$ cat config.mk
export PLATFORM = sky130hd
export DESIGN_NAME = snd_cmd_sched
export DESIGN_NICKNAME = d
export VERILOG_FILES = /design/src/rtl/snd_cmd_sched.sv
export SDC_FILE = /design/constraint.sdc
export NUM_CORES = 1
export LEC_CHECK = 0
export BUFFER_PORTS_ARGS = -buffer_cell sky130_fd_sc_hd__buf_2
export CAP_MARGIN = 20
export CELL_PAD_IN_SITES_DETAIL_PLACEMENT = 1
export CELL_PAD_IN_SITES_GLOBAL_PLACEMENT = 2
export CORE_MARGIN = 2
export CORE_UTILIZATION = 33
export CTS_CLUSTER_SIZE = 30
export DETAILED_ROUTE_END_ITERATION = 6
export HOLD_SLACK_MARGIN = 0.05
export MAX_ROUTING_LAYER = met4
export PLACE_DENSITY_LB_ADDON = 0.1
export SLEW_MARGIN = 20
export SYNTH_ARGS = -nofsm -noshare
export SYNTH_HDL_FRONTEND = slang
export SYNTH_SLANG_ARGS = --single-unit
$ cat constraint.sdc
create_clock -name clkm_48MHZ -period 1.86 [get_ports clkm_48MHZ]
set_input_delay 0.186 -clock clkm_48MHZ [delete_from_list [all_inputs] [get_ports clkm_48MHZ]]
set_output_delay 0.186 -clock clkm_48MHZ [all_outputs]
set_load 0.005 [all_outputs]
$ cat src/rtl/snd_cmd_sched.sv
// snd_cmd_sched: sound-command queue, NMI sequencer and periodic INT for the sound Z80.
// Define SND_CMD_FIFO_EN for a FIFO_DEPTH-entry queue; otherwise a single command latch.
module snd_cmd_sched #(
  parameter int INT_PERIOD = 40961,
  parameter int NMI_PULSE  = 96,
  parameter int FIFO_DEPTH = 4
) (
  input  logic       clkm_48MHZ,
  input  logic       SND_RST,
  input  logic       clk_en_1p5,
  input  logic       pause,
  input  logic       MAIN_CMD_WR,
  input  logic       MAIN_NMIEN_WR,
  input  logic [7:0] MAIN_DIN,
  input  logic       SND_CMD_RD,
  input  logic       SND_STAT_WR,
  input  logic       SND_NMI_MASK,
  input  logic       SND_INT_ACK,
  output logic [7:0] CMD_DATA,
  output logic [7:0] STATUS,
  output logic       MAIN_BUSY,
  output logic       NMI_n,
  output logic       INT_n
);
  typedef enum logic [1:0] {IDLE, PULSE, WAIT} state_t;
  state_t state_q, state_d;
  logic [7:0] pcnt_q, pcnt_d, cmd_q, head;
  logic [15:0] tmr_q;
  logic pend_q, busy_q, nmien_q, ovf_q, mask_q, popseen_q, popseen_d, ireq_q;
  logic nonempty, full, pop, ovf_set, tick, wrap;
  if (FIFO_DEPTH < 2 || FIFO_DEPTH > 16 || (FIFO_DEPTH & (FIFO_DEPTH - 1)) != 0) begin : g_bad_depth
    $error("FIFO_DEPTH must be a power of two in 2..16");
  end
`ifdef SND_CMD_FIFO_EN
  localparam int AW = $clog2(FIFO_DEPTH);
  logic [7:0] mem_q [FIFO_DEPTH];
  logic [AW-1:0] wp_q, rp_q;
  logic [AW:0] cnt_q;
  logic push;
  assign nonempty = cnt_q != '0;
  assign full = cnt_q == (AW+1)'(FIFO_DEPTH);
  assign push = MAIN_CMD_WR & (~full | SND_CMD_RD);
  assign head = mem_q[rp_q];
  always_ff @(posedge clkm_48MHZ)
    if (push) mem_q[wp_q] <= MAIN_DIN;
  always_ff @(posedge clkm_48MHZ)
    if (SND_RST) begin
      wp_q  <= '0;
      rp_q  <= '0;
      cnt_q <= '0;
    end else begin
      wp_q  <= wp_q + AW'(push);
      rp_q  <= rp_q + AW'(pop);
      cnt_q <= cnt_q + (AW+1)'(push) - (AW+1)'(pop);
    end
`else
  logic [7:0] lat_q;
  logic val_q;
  assign nonempty = val_q;
  assign full = val_q;
  assign head = lat_q;
  always_ff @(posedge clkm_48MHZ)
    if (SND_RST) begin
      lat_q <= '0;
      val_q <= 1'b0;
    end else begin
      lat_q <= MAIN_CMD_WR ? MAIN_DIN : lat_q;
      val_q <= MAIN_CMD_WR | (val_q & ~pop);
    end
`endif
  assign pop = SND_CMD_RD & nonempty;
  assign ovf_set = MAIN_CMD_WR & full & ~SND_CMD_RD;
  assign tick = clk_en_1p5 & ~pause;
  assign wrap = tick & (tmr_q == 16'(INT_PERIOD - 1));
  always_ff @(posedge clkm_48MHZ)
    if (SND_RST) begin
      cmd_q   <= '0;
      pend_q  <= 1'b0;
      busy_q  <= 1'b0;
      nmien_q <= 1'b0;
      ovf_q   <= 1'b0;
      mask_q  <= 1'b1;
      tmr_q   <= '0;
      ireq_q  <= 1'b0;
    end else begin
      cmd_q   <= nonempty ? head : cmd_q;
      pend_q  <= nonempty;
      busy_q  <= full;
      nmien_q <= SND_STAT_WR ? 1'b0 : MAIN_NMIEN_WR ? MAIN_DIN[0] : nmien_q;
      ovf_q   <= ovf_set | (ovf_q & ~SND_STAT_WR);
      mask_q  <= SND_NMI_MASK;
      tmr_q   <= wrap ? '0 : tmr_q + 16'(tick);
      ireq_q  <= wrap | (ireq_q & ~SND_INT_ACK);
    end
  // The FSM sees the registered pending flag, so a pop is only honoured once it has settled.
  always_ff @(posedge clkm_48MHZ)
    if (SND_RST) begin
      state_q   <= IDLE;
      pcnt_q    <= '0;
      popseen_q <= 1'b0;
    end else begin
      state_q   <= state_d;
      pcnt_q    <= pcnt_d;
      popseen_q <= popseen_d;
    end
  always_comb begin
    state_d = state_q;
    pcnt_d = pcnt_q;
    popseen_d = (pop & (state_q != IDLE)) | (popseen_q & (state_q == PULSE));
    case (state_q)
      IDLE: if (pend_q & nmien_q & ~mask_q) begin
        state_d = PULSE;
        pcnt_d = '0;
      end
      PULSE: if (pcnt_q == 8'(NMI_PULSE - 1)) state_d = WAIT;
             else pcnt_d = pcnt_q + 8'd1;
      WAIT: state_d = popseen_q ? IDLE : WAIT;
      default: state_d = IDLE;
    endcase
  end
  assign CMD_DATA = cmd_q;
  assign STATUS = {4'hF, pend_q, nmien_q, ovf_q, 1'b1};
  assign MAIN_BUSY = busy_q;
  assign NMI_n = state_q != PULSE;
  assign INT_n = ~ireq_q;
endmodule

==> reports/results.tsv <==
stage	metric	value	unit
floorplanning	Die Wd	83.8	um
critical_path	CP top delay family	simple AND/OR/NAND/NOR gates	
logic_synthesis	post-synthesis register bit count	49	
timing	Final min period	1580	ps
timing	Final Hold Violating Endpoints	0	
logic_synthesis	Synth Flop Type	dfxtp_1	
logic_synthesis	post-synth top area cell	dfxtp_1	
job	max cap viols	0	
pwr	Tot Pwr	1.97	mW
logic_synthesis	count leader, synth	dfxtp_1	
global_routing	vias in the first global route	1491	
drt	Antenna Nets Post-Route	0	
critical_path	minimum setup slack among reg-to-reg paths	280	ps
critical_path	Worst Path Max Fanout	16	
cts	Root Buffer	clkbuf_8	
pwr	worst-case vdd ir drop	0.314	mV
cts	TritonCTS Buffers	5	
layout	Synth-to-Final Area Change	16.0	%
logic_synthesis	Netlist cell types	38	
cts	Worst-Skew Late Latency	310	ps
critical_path	Critical-path top delay cell	nor4b_1	
floorplanning	Placeable Area	6240	um^2
critical_path	worst path bufs/invs	0	
logic_synthesis	synthesized cell area	2100	um^2
timing	RSZ-0062 raised after global routing	false	
critical_path	startpoint types	flip-flop	
drt	final wirelength	4.48	mm
logic_synthesis	fraction of registers with async set/reset	0	%
global_routing	first-pass GRT wire length	7.41	mm
critical_path	Max stage delay on crit path	520	ps
drt	First DRT Iteration DRCs	42	
drt	Routed wire per std cell	13.3	um
pwr	leak pwr	0.983	nW
placed_design	dpl hpwl	3.17	mm
critical_path	worst setup path class	reg2reg	
critical_path	crit-path cells	nor4b_1 > a41o_2 > nor2_1	
logic_synthesis	post-synth top area share	46.7	%
timing	clk_skew	9.20	ps
global_routing	Tot GR Track Use	13.5	%
cts	Setup Fix Bufs, Post-CTS	0	
critical_path	Worst setup EP type	flip-flop	
floorplanning	Initial Util	33.7	%
critical_path	WP data required	2050	ps
cts	clk slew on worst S/H paths	100	ps
floorplanning	die area	7020	um^2
timing	Final Max Tran Viols	0	
floorplanning	Chip Height	83.8	um
cts	H-tree levels	2	
floorplanning	# IOs	37	
drt	# DRC	0	
timing	Slew HR	58.8	%
hold_path	HP Class	in2reg	
global_routing	grt total ovfl	0	
logic_synthesis	Seq/Total Area, Yosys	46.7	%
critical_path	Arr. time, crit path	1770	ps
global_routing	global route hottest layer	met2	
layout	share of post-route cells with drive strength above 1	19.2	%
logic_synthesis	synthesized instance count	226	
logic_synthesis	Avg Inst Size Synth	9.30	um^2
timing	Slew @ Worst Pin	617	ps
cts	CTS Sinks	49	
global_routing	initial antenna violation count	0	
status	status	finished clean	
global_routing	M3 GR Usage	3.07	%
logic_synthesis	EDFF count, synth	0	
placed_design	port bufs	31	
cts	CTS tree	yes	
placed_design	Final Wtd Congestion	0.687	
timing	Final setup viols	0	
drt	drt first pass iters	3	
timing	fmax	0.632	GHz
global_routing	M2 GR Usage	19.7	%
cts	clk buf depth	2	
drt	vias per std cell	4.79	
timing	final setup TNS	0	ps
logic_synthesis	top area cells in the synthesized netlist	dfxtp_1 (47%), mux2i_1 (8.1%), nor2_1 (7.5%), xnor2_1 (5.8%), buf_4 (3.2%)	
logic_synthesis	Post-synth top cells	dfxtp_1 (49), nor2_1 (42), mux2i_1 (17), xnor2_1 (14), nand3_1 (13)	
timing	final worst path period share	85.1	%
global_routing	met1 Use GR	18.3	%
pwr	PwrDens	810	nW/um^2
global_routing	largest net degree at the start of global routing	33	
cts	post-CTS sizing	0	
logic_synthesis	Yosys Warn Count	0	
drt	vias after detailed routing	1615	
floorplanning	row count	29	
layout	Layout Nets	281	
layout	Antenna Cells	0	
==> per-layer routing <==
metal / routed length [um] / vias up
met5: 0 / -
met4: 76 / 0
met3: 119 / 6
met2: 2040 / 19
met1: 2250 / 763
li1: - / 827
==> worst min-delay path, delay by kind of cell <==
family / cells / cell delay [ps]
buf+inv: 1 / 70
mux: 1 / 50
simple gates: 1 / 70
==> state kept, by name, summed over array words and instances, names as in the netlist <==
| name | count |
|---|---|
| ovf_q | 1 |
| pcnt_q | 8 |
| tmr_q | 16 |
| ireq_q | 1 |
| popseen_q | 1 |
| MAIN_BUSY | 1 |
| nmien_q | 1 |
| mask_q | 1 |
| state_q | 2 |
| head | 8 |
| CMD_DATA | 8 |
| full | 1 |
==> worst paths after layout <==
check / cells past startpoint / end / startpoint
setup / recovery: 3 / tmr_q[14]$_SDFF_PP0_ / tmr_q[2]$_SDFF_PP0_
hold / removal: 3 / head[4]$_SDFFE_PP0P_ / MAIN_DIN[4]
setup reg to reg: 3 / tmr_q[14]$_SDFF_PP0_ / tmr_q[2]$_SDFF_PP0_
hold reg to reg: 2 / ireq_q$_SDFF_PP0_ / ireq_q$_SDFF_PP0_
==> per-stage QoR <==
stage	utilization (%)	setup WS (ps)	instances	instance area [um^2]	hold WS (ps)
floorplan	-	431	230	2120	265
global placement	36.9	240	327	2310	377
detailed placement	36.9	182	327	2310	379
CTS	38.9	269	336	2430	54.5
global route	39.1	126	337	2440	116
finish	39.1	277	337	2440	107
==> final cells by class <==
class	count	area [um^2]
Clock buffer	6	72.6
Sequential cell	49	981
Fill cell	761	3800
Multi-Input combinational cell	159	1020
Tap cell	77	96.3
Timing Repair Buffer	37	205
Inverter	7	26.3
Clock inverter	2	38.8
==> what timing repair did <==
action / CTS / global route
hold buffers: 1 / 1
endpoints found under the hold margin: 1 / 1
endpoints found under the setup margin: 0 / 0
==> where the power goes <==
part	switching (mW)	leakage, nW	internal, mW
logic	0.0550	0.530	0.0535
clock network	0.373	0.0554	0.404
registers	0.0162	0.398	1.07
total	0.444	0.983	1.53
==> layout by cell type, fill, tap and decap left out, types with 5 or more instances in the layout <==
cell type,n
clkbuf_8,5
nor4_1,7
nand2_1,6
xnor2_1,14
dfxtp_1,49
inv_1,6
nor2_1,42
a21oi_1,8
conb_1,5
buf_2,31
nand4_1,5
nor3_1,7
mux2i_1,17
nand3_1,13
==> logic make-up after synthesis <==
family          count (synthesis)  share of synthesized area [%]
compound gates                 16                           5.72
mux                            17                           8.10
fa+ha+maj                       4                           2.38
flops                          49                           46.7
buf+inv                        22                           5.60
other cells                     1                          0.179
simple gates                  101                           24.7
xor+xnor                       16                           6.67
Note: power is estimated with default switching activity, not from simulation.
